$ cat src/rtl/alu_result_fifo.sv
// rtl/alu_result_fifo.sv - capture FIFO for 5-bit ALU results with sticky overflow status
//
// Purpose: stores each accepted ALU result (F, Overflow, Cout, opcode) in a
// small first-word-fall-through FIFO with valid/ready handshakes on both sides,
// and keeps a sticky overflow flag across the whole run.
//
// Optional feature: define SATURATE_EN to saturate F on add/sub overflow.
//
// Ports:
//   clk, rst_n                      clock, async active-low reset
//   in_valid/in_ready               write handshake (in_ready = !full)
//   in_f, in_ovf, in_cout, in_op    ALU result fields to store
//   out_valid/out_ready             read handshake (out_valid = !empty)
//   out_f, out_ovf, out_cout, out_op head entry fields, zero when empty
//   count, full, empty              occupancy status
//   ovf_sticky, clr_sticky          sticky overflow flag and its sync clear
`timescale 1ns/1ps
module alu_result_fifo #(
    parameter int W     = 5,
    parameter int DEPTH = 4,
    parameter int CW    = 3
) (
    input  logic          clk,
    input  logic          rst_n,
    input  logic          in_valid,
    output logic          in_ready,
    input  logic [W-1:0]  in_f,
    input  logic          in_ovf,
    input  logic          in_cout,
    input  logic [1:0]    in_op,
    output logic          out_valid,
    input  logic          out_ready,
    output logic [W-1:0]  out_f,
    output logic          out_ovf,
    output logic          out_cout,
    output logic [1:0]    out_op,
    output logic [CW-1:0] count,
    output logic          full,
    output logic          empty,
    output logic          ovf_sticky,
    input  logic          clr_sticky
);

    localparam int AW = $clog2(DEPTH);
    localparam int EW = W + 4;

    // Entry layout: {f, ovf, cout, op}
    logic [EW-1:0] mem_q [DEPTH];

    logic [AW-1:0] wr_ptr_q, wr_ptr_d;
    logic [AW-1:0] rd_ptr_q, rd_ptr_d;
    logic [CW-1:0] count_q, count_d;
    logic          sticky_q, sticky_d;
    logic          push, pop;
    logic [W-1:0]  f_store;
    logic [EW-1:0] head;

    assign full      = (count_q == CW'(DEPTH));
    assign empty     = (count_q == '0);
    assign in_ready  = ~full;
    assign out_valid = ~empty;
    assign count     = count_q;
    assign ovf_sticky = sticky_q;

    // A full FIFO refuses writes even when a pop frees a slot this cycle.
    assign push = in_valid & ~full;
    assign pop  = out_ready & ~empty;

`ifdef SATURATE_EN
    // Add/sub overflow clamps toward the true result's sign: a negative-looking
    // wrapped result came from a positive overflow, and vice versa.
    always_comb begin
        f_store = in_f;
        if (in_ovf && !in_op[1]) begin
            f_store = in_f[W-1] ? {1'b0, {(W-1){1'b1}}} : {1'b1, {(W-1){1'b0}}};
        end
    end
`else
    assign f_store = in_f;
`endif

    always_comb begin
        wr_ptr_d = wr_ptr_q;
        rd_ptr_d = rd_ptr_q;
        count_d  = count_q;
        sticky_d = sticky_q;

        // DEPTH is a power of two, so pointers wrap naturally.
        if (push) wr_ptr_d = wr_ptr_q + AW'(1);
        if (pop)  rd_ptr_d = rd_ptr_q + AW'(1);

        case ({push, pop})
            2'b10:   count_d = count_q + CW'(1);
            2'b01:   count_d = count_q - CW'(1);
            default: count_d = count_q;
        endcase

        // Set beats clear when both occur together.
        if (clr_sticky)       sticky_d = 1'b0;
        if (push && in_ovf)   sticky_d = 1'b1;
    end

    always_ff @(posedge clk or negedge rst_n) begin
        if (!rst_n) begin
            wr_ptr_q <= '0;
            rd_ptr_q <= '0;
            count_q  <= '0;
            sticky_q <= 1'b0;
        end else begin
            wr_ptr_q <= wr_ptr_d;
            rd_ptr_q <= rd_ptr_d;
            count_q  <= count_d;
            sticky_q <= sticky_d;
        end
    end

    // Storage is intentionally not reset; only pointers define validity.
    always_ff @(posedge clk) begin
        if (push) mem_q[wr_ptr_q] <= {f_store, in_ovf, in_cout, in_op};
    end

    assign head = mem_q[rd_ptr_q];

    // First-word fall-through, gated to zero while empty.
    always_comb begin
        out_f    = '0;
        out_ovf  = 1'b0;
        out_cout = 1'b0;
        out_op   = 2'b00;
        if (!empty) begin
            out_f    = head[EW-1 -: W];
            out_ovf  = head[3];
            out_cout = head[2];
            out_op   = head[1:0];
        end
    end

endmodule

$ cat config.mk
export PLATFORM = sky130hd
export DESIGN_NAME = alu_result_fifo
export DESIGN_NICKNAME = d
export VERILOG_FILES = /design/src/rtl/alu_result_fifo.sv
export SDC_FILE = /design/constraint.sdc
export NUM_CORES = 1
export LEC_CHECK = 0
export CAP_MARGIN = 5
export CORE_ASPECT_RATIO = 1.1
export CORE_UTILIZATION = 58
export CTS_BUF_LIST = sky130_fd_sc_hd__clkbuf_8
export CTS_CLUSTER_DIAMETER = 60
export DETAILED_ROUTE_END_ITERATION = 16
export PLACE_DENSITY = 0.86
export SLEW_MARGIN = 25
export SYNTH_ARGS = -nofsm -noshare
export SYNTH_HDL_FRONTEND = slang
export SYNTH_SLANG_ARGS = --single-unit
export TNS_END_PERCENT = 30
$ cat constraint.sdc
create_clock -name clk -period 5 [get_ports clk]
set_input_delay 1.5 -clock clk [delete_from_list [all_inputs] [get_ports clk]]
set_output_delay 1.5 -clock clk [all_outputs]
set_load 0.01 [all_outputs]
==> Word level (Yosys, flattened, before mapping) <==
Memory sizes are Yosys's and may differ from the RTL's.
Index checks and enable logic that the tools add are counted.
W data, S select, Z words.
{ "totals": {"memories": 1, "out_inout_bits": 17, "ramBits": 36, "input_bits": 14, "regBits": 8} }
{ "memory_table": {"columns": ["memory", "words", "width", "rd", "rd_ports_with_merged_regs", "wr", "line", "text"], "rows": [
  ["mem_q", 4, 9, 1, 0, 1, "48", "logic [EW-1:0] mem_q [DEPTH];"]
]} }
{ "classes": {"add_sub_neg": 4, "mux": 9, "n_eq_ne": 3, "bitwise": 4, "reduce_logical": 4} }
{ "op_table": {"columns": ["cell", "n"], "rows": [
  ["$mux W1", 6],
  ["$pmux W3 S2", 1],
  ["$mux W5", 1],
  ["$add A2 B1 Y2 const B", 2],
  ["$reduce_bool A2 Y1", 2],
  ["$add A3 B1 Y3 const B", 1],
  ["$eq A3 B3 Y1 const B", 1],
  ["$logic_not A3 Y1", 1],
  ["$sub A3 B1 Y3 const B", 1],
  ["$and A1 B1 Y1", 2],
  ["$eq A2 B1 Y1 const B", 1],
  ["$eq A2 B2 Y1 const B", 1],
  ["$mux W2", 1],
  ["$not A1 Y1", 2],
  ["$logic_and A1 B1 Y1", 1]
]} }

==> Logic depth before layout (Yosys ltp) <==
{ "logic_depth": {"word_depth": 5, "mapped_depth": 12} }

==> Worst setup path before layout <==
Ideal clock, no wire load.
{ "synth_path": {"path_kind": "input to register", "startpoint": "input port in_valid", "endpoint": "register count_q[2] (netlist: count[2])", "cell_stages": 9, "arrival_time_ns": 2.743, "required_time_ns": 4.921, "path_slack_ns": 2.178, "n_path_buf": 1, "path_cell_list": "nor2b_1 buf_6 inv_1 ha_1 inv_1 fa_1 xor2_1 nor2_1 xor2_1"} }
{ "synth_between": {"elab_chain_cells": 3, "elab_cells_between_ends": 5, "cone_classes": "eq/ne (2); mux (1); bitwise (1); reduce/logical (1)"} }
{ "synth_rtl": {"columns": ["item", "line", "text"], "rows": [
  ["start: declaration", "25", "input logic in_valid,"],
  ["$and A1 B1 Y1 *", "66", "assign push = in_valid & ~full;"],
  ["$eq A2 B1 Y1 / $eq A2 B2 Y1 (equally long branches)", "92", "case ({push, pop})"],
  ["$pmux W3 S2 / $reduce_bool A2 Y1 (equally long branches)", null, null],
  ["end signal: assignment", "112", "count_q <= count_d;"],
  ["end: declaration", "52", "logic [CW-1:0] count_q, count_d;"]
]} }
Mark *: on every way between the ends. The rest lies on a longest branch, timed or not.
A chain may end at the register's enable or synchronous reset.

==> Final worst setup path <==
{ "layout_path": {"startpoint": "register rd_ptr_q[0]", "endpoint": "output port out_f[4]"} }
{ "layout_between": {"elab_chain_cells": 2} }
{ "layout_rtl": {"columns": ["item", "line", "text"], "rows": [
  ["start: declaration", "51", "logic [AW-1:0] rd_ptr_q, rd_ptr_d;"],
  ["start signal: assignment", "111", "rd_ptr_q <= rd_ptr_d;"],
  ["$mem_v2 Z4 W9", null, null],
  ["$mux W5", "130", "if (!empty) begin"],
  ["end: declaration", "33", "output logic [W-1:0] out_f,"]
]} }
Every way passes these cells.

==> results.json <==
{
  "worst-slew-pin-transition_ns": 0.624,
  "syn_avg_cell_area_sq_um": 18.3,
  "hold_viol_final": 0,
  "groute.usage.overall_pct": 19.1,
  "path_clk_slew_ns": 0.08,
  "synth_seq_cells": 44,
  "cp_max_fo": 11,
  "postCtsSetupBuffers": 0,
  "crit_path_top_delay_cell": "dfrtp_1",
  "die_area_sq_um": 3390,
  "finClkSkew_ns": 0.00914,
  "cts.sinks": 44,
  "rsz0062_at_grt": "false",
  "globalRouteOverflowTotal": 0,
  "rows": 21,
  "setup_ws_ns": 1.22,
  "routedWlPerCell_um": 16.8,
  "outcome": "complete, no violations",
  "diodes": 0,
  "post_cts_resized": 0,
  "leakagePower_uw": 0.000836,
  "crit_buf_inv": 1,
  "cpPeakStageDelay_ns": 0.75,
  "yosys_warnings": 0,
  "setup_tns_ns": 0,
  "fin_crit_ns": 3.78,
  "cts.path.max_buffers": 2,
  "critPathCaptureType": "output pin",
  "cts_max_level": 2,
  "syn-num-nets": 120,
  "worst_ep_arrival_time_ns": 2.28,
  "maxSlewHeadroom_pct": 58.4,
  "drt_pass1_iterations": 4,
  "via_per_inst": 5.58,
  "setup_viol": 0,
  "cts_tree": "built",
  "final_net_count": 153,
  "drcViolationCount": 0,
  "holdCritPathClass": "register to register",
  "cts_root_buf": "clkbuf_8",
  "grt_max_degree": 14,
  "first_iter_violations": 29,
  "ctsHoldBuffers": 0,
  "globalplace.congestion": 0.671,
  "drtAntennaViolNets": 0,
  "start_util_pct": 60.6,
  "syn_area_sq_um": 1830,
  "required_ns": 3.50,
  "core_sq_um": 3020,
  "synth_cells": 100,
  "worstSkewPairLatency_ns": 0.29,
  "syn_to_final_growth_pct": 22.9,
  "dp.cells": 160,
  "ys_types": 21,
  "antenna_found_initial": 0,
  "numCtsBuffers": 5,
  "vias": 937,
  "port_buffers": 30,
  "crit_type": "register to output pin",
  "grt_pass1_wl_um": 4400,
  "final.period_utilization_pct": 75.7,
  "powerDensity_nw_per_um2": 594,
  "dieWidth_um": 55.6,
  "yosysSeqAreaShare_pct": 69.9,
  "drive_above_1_share_pct": 11.9,
  "critPathLaunchType": "register",
  "stdcell_count": 168,
  "io_pins": 31,
  "ir_drop_mv": 0.505,
  "wirelength_um": 2830,
  "place_hpwl_um": 1960,
  "dpl_worst_slack_ns": 1.49,
  "grt_pass1_vias": 951,
  "maxSlewViolCount": 0,
  "path_delay_family": "flip-flops",
  "maxCapViolations": 0,
  "die_y_um": 60.9,
  "fmax_mhz": 264,
  "worstPathCellList": "mux4_1 -> and2_1 -> clkdlybuf4s50_1"
}
registers in the layout, indices dropped and copies added (netlist names):
signal,flops
count,3
wr_ptr_q,2
ovf_sticky,1
mem_q,36
rd_ptr_q,2
synth_stat cells:
cell type	count	share of area [%]
and2_1	14	4.8
buf_2	1	0.27
ha_1	5	3.4
inv_1	8	1.6
mux4_1	1	1.4
mux2_1	1	0.61
clkbuf_1	1	0.20
fa_1	1	1.1
mux4_2	8	9.8
nand3_1	2	0.55
nor2_1	1	0.20
a22o_1	1	0.48
dfrtp_1	8	11
or3_1	1	0.34
edfxtp_1	36	59
buf_6	2	1.2
xnor2_1	3	1.4
nor2b_1	1	0.34
xor2_1	3	1.4
mux2i_1	1	0.55
inv_2	1	0.20
path summary, 6_finish.rpt:
path,from,to,slack (ns),cells past startpoint
hold / removal,ovf_sticky,ovf_sticky,0.53,1
hold reg to reg,ovf_sticky,ovf_sticky,0.53,1
setup / recovery,rd_ptr_q[0],out_f[4],1.22,3
min in group asynchronous,rst_n,count[0],1.49,1
max in group asynchronous,rst_n,wr_ptr_q[0],3.22,1
setup reg to reg,count[0],count[2],2.79,8
where the power goes:
part	internal (uW)	switching (uW)	total, uW
Clock	146	111	257
Combinational	304	208	512
Sequential	494	72.4	567
cell type report:
type	instances	area, sq um
multi-input combinational	43	485
fill	187	771
clock buffer	5	68.8
clock inverter	3	38.8
inverter	9	33.8
timing repair buffer	30	300
sequential	44	1280
tap	34	42.5
kinds of logic after synthesis:
| group | after synthesis | share of synthesized area [%] |
|---|---|---|
| muxes | 11 | 12.4 |
| adders and majority gates | 6 | 4.51 |
| and+or+nand+nor | 19 | 6.22 |
| DFF | 44 | 69.9 |
| buffers and inverters | 13 | 3.55 |
| AOI/OAI and AO/OA | 1 | 0.478 |
| xor gates and xnor gates | 6 | 2.87 |
worst reg2reg max path: stages (launching register included):
cell and delay (ns):
dfrtp_1 0.42, or3_1 0.58, and2_1 0.29, ha_1 0.22, inv_1 0.07, fa_1 0.17
xor2_1 0.15, nor2_1 0.06, xor2_1 0.14
metal layers:
layer  wire [um]  global-route usage (%)
met1        1170                    22.3
met2        1490                    29.9
met3         118                    6.61
met4          46                    14.6
met5           0                       0
placed cells by master (no fill, tap or decap), types with 2 or more instances in the layout:
master | Yosys | layout
ha_1 | 5 | 5
nand3_1 | 2 | 2
clkbuf_8 | 0 | 5
xor2_1 | 3 | 3
clkdlybuf4s50_1 | 0 | 30
xnor2_1 | 3 | 3
edfxtp_1 | 36 | 36
dfrtp_1 | 8 | 8
inv_1 | 8 | 9
mux4_2 | 8 | 8
and2_1 | 14 | 14
stage by stage:
stage               hold WS [ns]  area, sq um  utilization, %  power [uW]
floorplan                  0.512         1830               -         868
detailed placement         0.504         2140            70.9        1090
global route               0.547         2250            74.5        1410
CTS                        0.530         2250            74.5        1350
finish                     0.526         2250            74.5        1340
global placement           0.497         2140            70.9        1070
Note: power is estimated with default switching activity, not from simulation.
